==> config.mk <==
export PLATFORM = sky130hd
export DESIGN_NAME = bit_serial_add_ctrl
export DESIGN_NICKNAME = d
export VERILOG_FILES = /design/src/rtl/bit_serial_add_ctrl.sv
export SDC_FILE = /design/constraint.sdc
export NUM_CORES = 1
export LEC_CHECK = 0
export CAP_MARGIN = 30
export CORE_MARGIN = 2
export CORE_UTILIZATION = 35
export DETAILED_ROUTE_END_ITERATION = 6
export GPL_ROUTABILITY_DRIVEN = 0
export HOLD_SLACK_MARGIN = 0.03
export PLACE_DENSITY_LB_ADDON = 0.2
export SLEW_MARGIN = 20
export SYNTH_ARGS = -nofsm -noshare
export SYNTH_HDL_FRONTEND = slang
export SYNTH_SLANG_ARGS = --single-unit
==> constraint.sdc <==
create_clock -name clk -period 1.4 [get_ports clk]
set_clock_uncertainty 0.15 [all_clocks]
set_input_delay 0.21 -clock clk [delete_from_list [all_inputs] [get_ports clk]]
set_output_delay 0.21 -clock clk [all_outputs]
set_load 0.03 [all_outputs]
==> src/rtl/bit_serial_add_ctrl.sv <==
// bit_serial_add_ctrl
//   Sequenced bit-serial add/subtract engine. An operand pair is accepted
//   over a valid/ready handshake and loaded into shift registers. One
//   full-adder bit is then resolved per clock, LSB first, for WIDTH clocks.
//   The result is presented over a second valid/ready handshake. This block
//   owns load/shift control, carry storage and cycle counting.
//
// Ports
//   clk        rising-edge clock
//   reset      asynchronous active-low reset (0 = reset asserted)
//   in_valid   operand pair a/b/sub is valid
//   in_ready   block can accept an operand pair (IDLE)
//   a, b       operands, WIDTH bits
//   sub        0 = a+b, 1 = a-b
//   out_valid  sum/cout/ovf are valid (DONE)
//   out_ready  consumer accepts the result
//   sum        result, modulo 2^WIDTH
//   cout       unsigned carry out (subtract: 1 = no borrow)
//   ovf        signed two's-complement overflow
//   busy       high while bits are being processed (RUN)

module bit_serial_add_ctrl #(
  parameter int WIDTH = 8
) (
  input  logic             clk,
  input  logic             reset,
  input  logic             in_valid,
  output logic             in_ready,
  input  logic [WIDTH-1:0] a,
  input  logic [WIDTH-1:0] b,
  input  logic             sub,
  output logic             out_valid,
  input  logic             out_ready,
  output logic [WIDTH-1:0] sum,
  output logic             cout,
  output logic             ovf,
  output logic             busy
);

  localparam int CW = (WIDTH > 2) ? $clog2(WIDTH) : 1;

  typedef enum logic [1:0] {
    IDLE = 2'd0,
    RUN  = 2'd1,
    DONE = 2'd2
  } state_t;

  state_t           state;
  state_t           state_nx;

  logic [WIDTH-1:0] a_sh;
  logic [WIDTH-1:0] b_sh;
  logic             carry;
  logic [CW-1:0]    cnt;

  logic             s_bit;
  logic             c_bit;
  logic             last_bit;

  // Full adder on the current LSBs and the stored carry.
  always_comb begin
    s_bit    = a_sh[0] ^ b_sh[0] ^ carry;
    c_bit    = (a_sh[0] & b_sh[0]) | (a_sh[0] & carry) | (b_sh[0] & carry);
    last_bit = (cnt == CW'(WIDTH - 1));
  end

  // Next-state and handshake outputs.
  always_comb begin
    state_nx  = state;
    in_ready  = 1'b0;
    out_valid = 1'b0;
    busy      = 1'b0;
    case (state)
      IDLE: begin
        in_ready = 1'b1;
        if (in_valid) state_nx = RUN;
      end
      RUN: begin
        busy = 1'b1;
        if (last_bit) state_nx = DONE;
      end
      DONE: begin
        out_valid = 1'b1;
        if (out_ready) state_nx = IDLE;
      end
      default: state_nx = IDLE;
    endcase
  end

  always_ff @(posedge clk or negedge reset) begin
    if (!reset) state <= IDLE;
    else        state <= state_nx;
  end

  // Datapath. Subtract is a + ~b + 1: b is inverted at load and the
  // carry flop is seeded with 1. The result register shifts in place,
  // so sum only holds the final value once DONE is reached.
  always_ff @(posedge clk or negedge reset) begin
    if (!reset) begin
      a_sh  <= '0;
      b_sh  <= '0;
      carry <= 1'b0;
      cnt   <= '0;
      sum   <= '0;
      cout  <= 1'b0;
      ovf   <= 1'b0;
    end else begin
      case (state)
        IDLE: begin
          if (in_valid) begin
            a_sh  <= a;
            b_sh  <= sub ? ~b : b;
            carry <= sub;
            cnt   <= '0;
          end
        end
        RUN: begin
          a_sh  <= {1'b0, a_sh[WIDTH-1:1]};
          b_sh  <= {1'b0, b_sh[WIDTH-1:1]};
          sum   <= {s_bit, sum[WIDTH-1:1]};
          carry <= c_bit;
          if (last_bit) begin
            cnt  <= '0;
            cout <= c_bit;
            // carry flop here is the carry into the MSB
            ovf  <= carry ^ c_bit;
          end else begin
            cnt <= cnt + CW'(1);
          end
        end
        default: ;
      endcase
    end
  end

endmodule

Yosys cells after proc, flatten, opt, wreduce, memory -nomap -nowiden --
Index checks and enable logic that the tools add are counted.
Storage, ports and cells: memories kept 0, memory bits (writable) 0, memory bits (read-only) 0, latch bits 0, input bits 21, word-level logic and storage cells 46, output and inout port bits 13, register bits 32
Cells by class: add/sub/neg operators 1, reduce and logical (&&, ||, !) cells 5, shift-type cells 0, equality and inequality tests 6, mux-type cells 17, divide/modulo/power cells 0, multipliers 0, bitwise operators 9, magnitude comparators 0
Operators with widths (number):
- 8-bit one-hot mux with 2 select lines | 2
- 8-bit 2-to-1 mux | 3
- 8-bit inverter | 1
- 2-bit 2-to-1 mux | 3
- 3-bit 2-to-1 mux | 2
- 2-bit != test (second input constant) | 3
- 2-bit one-hot mux with 3 select lines | 1
- 3-bit one-hot mux with 2 select lines | 1
- 1-bit 2-to-1 mux | 4
- 2-bit AND reduction | 2
- 3-bit by 1-bit adder with 3-bit output (second input constant) | 1
- 1-bit AND | 3
- 3-bit == test (second input constant) | 1
- 3-bit AND reduction | 1
- 1-bit XOR | 3
- 2-bit by 1-bit == test with 1-bit output (second input constant) | 1
- 2-bit == test (second input constant) | 1
- 2-bit logical NOT | 1
- 1-bit bitwise OR | 2
- 1-bit one-hot mux with 2 select lines | 1
- 2-bit nonzero test | 1

Longest topological paths before layout --
depth after elaboration 4, depth in mapped cells 6, gate-level depth less buffers 5

Worst setup path before layout --
Ideal clock, no wire load.
kind register to register, start point register a_sh[0], end point register ovf, data required time 1.125 ns, buffers on the path 0, library setup time 0.125 ns, setup slack -0.132 ns, stages on the path, launching flop included 4, period minus slack after synthesis 1.532 ns, arrival 1.257 ns, cell sequence dfrtp_1 > fa_1 > xor2_1 > mux2_2
Between the ends: word-level cells in the longest chain between the ends 4, elaborated cells between the ends (all ways) 5, classes of those cells 5 x bitwise
Ends and longest elaborated chain:
- start, declared | line 51 | logic [WIDTH-1:0] a_sh;
- start signal, assigned | line 118 | a_sh <= {1'b0, a_sh[WIDTH-1:1]};
- 1-bit AND | line 63 | c_bit = (a_sh[0] & b_sh[0]) | (a_sh[0] & carry) | (b_sh[0] & carry);
- 1-bit bitwise OR (*) (2 in a row) | line 63
- net c_bit | line 57 | logic c_bit;
- 1-bit XOR (*) | line 126 | ovf <= carry ^ c_bit;
- end signal, assigned | line 126
- end, declared | line 36 | output logic ovf,
The timed path passes the listed nets; every way through them passes the cells marked *. A chain may end at the register's enable or synchronous reset.

Worst setup path after layout --
start point register state[1], end point output busy
Between the ends: word-level cells in the longest chain between the ends 2
Ends and longest elaborated chain:
- start, declared | line 48 | state_t state;
- start signal, assigned | line 92 | else state <= state_nx;
- 2-bit by 1-bit == test with 1-bit output | line 73 | case (state)
- 1-bit 2-to-1 mux | line 73
- end, declared | line 37 | output logic busy
No other way between the ends.

==> flow_summary.ini <==
[final_layout]
area.growth.synth_to_final_pct = 57.9
drive_gt1_share_pct = 41.5
final_core_utilization_pct = 57.5
design.final.nets = 230
nFillCells = 349
antenna_cells_inserted = 0

[drt]
remaining_drc_errors = 0
vias_per_cell = 5.05
num_vias = 1307
postRouteAntennaNets = 0
final_wl_um = 3900
wl_per_cell_um = 15.1
drt_first_pass_iters = 4
initialDrtViolationCount = 33

[global_route]
grt_pass1_vias = 1369
grt_util_met2_pct = 26.9
grt_first_pass_wirelength_um = 6380
globalRoute.busiestLayer = met2
initial_antenna_violation_count = 0
gr-usage-met1_pct = 20.5
grtUsageTotal_pct = 15.9
globalRouteOverflowTotal = 0
grt_max_degree = 33
globalRouteMet3Util_pct = 3.52

[timing]
final_period_minus_worst_setup_slack_ns = 1.60
setup_tns_ns = -2.67
slew_headroom_pct = 80.7
tightestPinTransition_ns = 0.290
setup_repair_after_global_routing_missed_its_margin = true
max_clock_freq_mhz = 625
slew_violations = 0
fin_ws_ns = -0.200
layout_worst_path_cycle_share_pct = 114
timing_hold_violations_final = 0
report.final.setup_viol = 29

[run_status]
outcome = finished with violations
violations = setup timing

[power]
power.total_w = 0.00537
cellLeakagePower_nw = 1.13
power.density_mw_per_mm2 = 2140
vdd_ir_drop_max_v = 0.000845

[logic_synthesis]
synth_sequential_area_ratio_pct = 50.5
synth-edff-count = 0
avgSynthCellArea_sq_um = 11.1
synthesis.nets = 167
synth.ff_latch_count = 32
post_synth_inst_count = 143
synth.distinct_cells = 26
synthesis.area_sq_mm = 0.00159
yosysWarnings = 0
synth_top_flop_cell = sky130_fd_sc_hd__dfrtp_1
ys_async_sr_fraction_pct = 100

[placed_design]
io_buffer_count = 33
pre_cts_ws_ns = -0.390
dp.final_hpwl_um = 2640

[clock_tree]
numCtsBuffers = 5
cts_buffer_depth = 2
clock-root-buffer = sky130_fd_sc_hd__clkbuf_8
cts_htree_levels = 2
cts.sinks = 32
cts-hold-fix-buffers = 0
clkTransAtPathRegs_ns = 0.08
tritoncts = done
source_to_sink_clock_delay_at_the_later_pin_of_the_worst_skew_pair_ns = 0.28

[setup_path]
reg2reg_from = state[1]
maximum_net_fanout_on_the_critical_path = 6
crit_required_ns = 1.04
worst_setup_path_end_kind = output pin
timing.critical_path.from_type = register
worstSetupStartpoint = state[1]
worst-r2r-cell-count = 5
worst-setup-path-type = reg2out
worst_r2r_endpoint = cout
rrSetupSlack_ns = -0.18
cp_arrival_ns = 1.24

[worst_hold_path]
kind_of_path_behind_the_tightest_hold_check = in2async

[floorplanning]
die_wd_um = 71.3
dieHeight_um = 71.3
initial_core_util_pct = 36.4
design.core.area_sq_mm = 0.00435
fp.dieArea_sq_mm = 0.00509
ioPinCount = 34
placement_rows = 24

[run]
drv.max_cap_violation_count = 0
-- timing repair --
item	in CTS	in global routing
cloned	0	1
buffers inserted	3	4
setup endpoints to repair	35	40
gates resized for setup	46	32
pin swaps	2	13
hold endpoints to repair	0	0
-- cell usage after synthesis (all sizes together) (2+ instances only) --
library cell / count / area [sq um]
a21oi: 10 / 50.1
a221o: 3 / 30.0
a22o: 3 / 26.3
a22oi: 12 / 90.1
and2b: 3 / 22.5
buf: 9 / 63.8
clkbuf: 2 / 7.51
dfrtp: 32 / 801
ha: 2 / 25.0
inv: 5 / 18.8
mux2: 10 / 113
nand2: 7 / 26.3
nor2: 4 / 15.0
nor2b: 9 / 56.3
o211ai: 4 / 30.0
o21ai: 11 / 55.1
o32ai: 3 / 26.3
xnor2: 7 / 61.3
xor2: 2 / 17.5
-- power by group --
group	internal, W	total [W]	switching, W
clock network	0.000628	0.000988	0.000359
logic	0.00152	0.00275	0.00123
registers	0.00130	0.00163	0.000329
-- layout by cell type (no fill, tap or decap), types with 4 or more instances in the layout --
cell type                         netlist  routed
sky130_fd_sc_hd__a21oi_1               10       9
sky130_fd_sc_hd__nor2b_1                9       8
sky130_fd_sc_hd__xnor2_1                7       7
sky130_fd_sc_hd__clkdlybuf4s50_1        0      19
sky130_fd_sc_hd__a22oi_2                0      12
sky130_fd_sc_hd__o211ai_1               4       4
sky130_fd_sc_hd__clkbuf_8               0       7
sky130_fd_sc_hd__mux2_4                 0      10
sky130_fd_sc_hd__buf_6                  3      10
sky130_fd_sc_hd__nand2_1                7       6
sky130_fd_sc_hd__clkbuf_2               0       6
sky130_fd_sc_hd__buf_4                  0      24
sky130_fd_sc_hd__dfrtp_1               32      32
sky130_fd_sc_hd__inv_1                  5       5
sky130_fd_sc_hd__o21ai_1                0      11
-- stage by stage --
stage / hold WS [ns] / instance area (sq um) / std cells
2_1_floorplan: -0.236 / 1620 / 143
3_3_place_gp: 0.342 / 2140 / 243
3_5_place_dp: 0.347 / 2140 / 243
4_1_cts: 0.140 / 2380 / 254
5_1_grt: 0.157 / 2500 / 259
6_report: 0.129 / 2500 / 259
-- layer usage --
layer / vias up / wire [um]
met5: - / 0
met4: 0 / 31
met3: 5 / 163
met2: 26 / 1960
met1: 636 / 1740
li1: 640 / -
-- sequential cells by signal (all words and copies together) (netlist names) --
register  count
carry         1
a_sh          8
sum           8
state         2
b_sh          8
cnt           3
ovf           1
cout          1
-- logic make-up after synthesis --
| group | Yosys count | share of synthesized area (%) |
|---|---|---|
| buf+inv | 16 | 5.68 |
| simple gates | 26 | 8.91 |
| compound gates | 46 | 19.4 |
| xor+xnor | 9 | 4.97 |
| mux | 11 | 7.73 |
| flops | 32 | 50.5 |
| fa+ha+maj | 3 | 2.84 |
-- layout make-up --
cell class	instances	area, sq um	share of cell area (%)
clock buffer	7	96.3	3.85
clock inverter	1	30.0	1.20
inverter	5	18.8	0.749
multi-input combinational	95	852	34.0
sequential	32	801	32.0
tap	52	65.1	2.60
timing repair buffer	67	642	25.6
-- worst max path at each step --
stage / to / cells after the start
finish: busy / 3
global route: busy / 3
CTS: in_ready / 4
detailed placement: b_sh[3] / 4
global placement: b_sh[4] / 4
floorplan: ovf / 3
-- worst max-delay path: stages, from the launching register on --
cell	delay (ns)
sky130_fd_sc_hd__dfrtp_1	0.42
sky130_fd_sc_hd__and2b_2	0.27
sky130_fd_sc_hd__buf_8	0.14
sky130_fd_sc_hd__buf_6	0.13
Power figures use the tool's default switching activity.
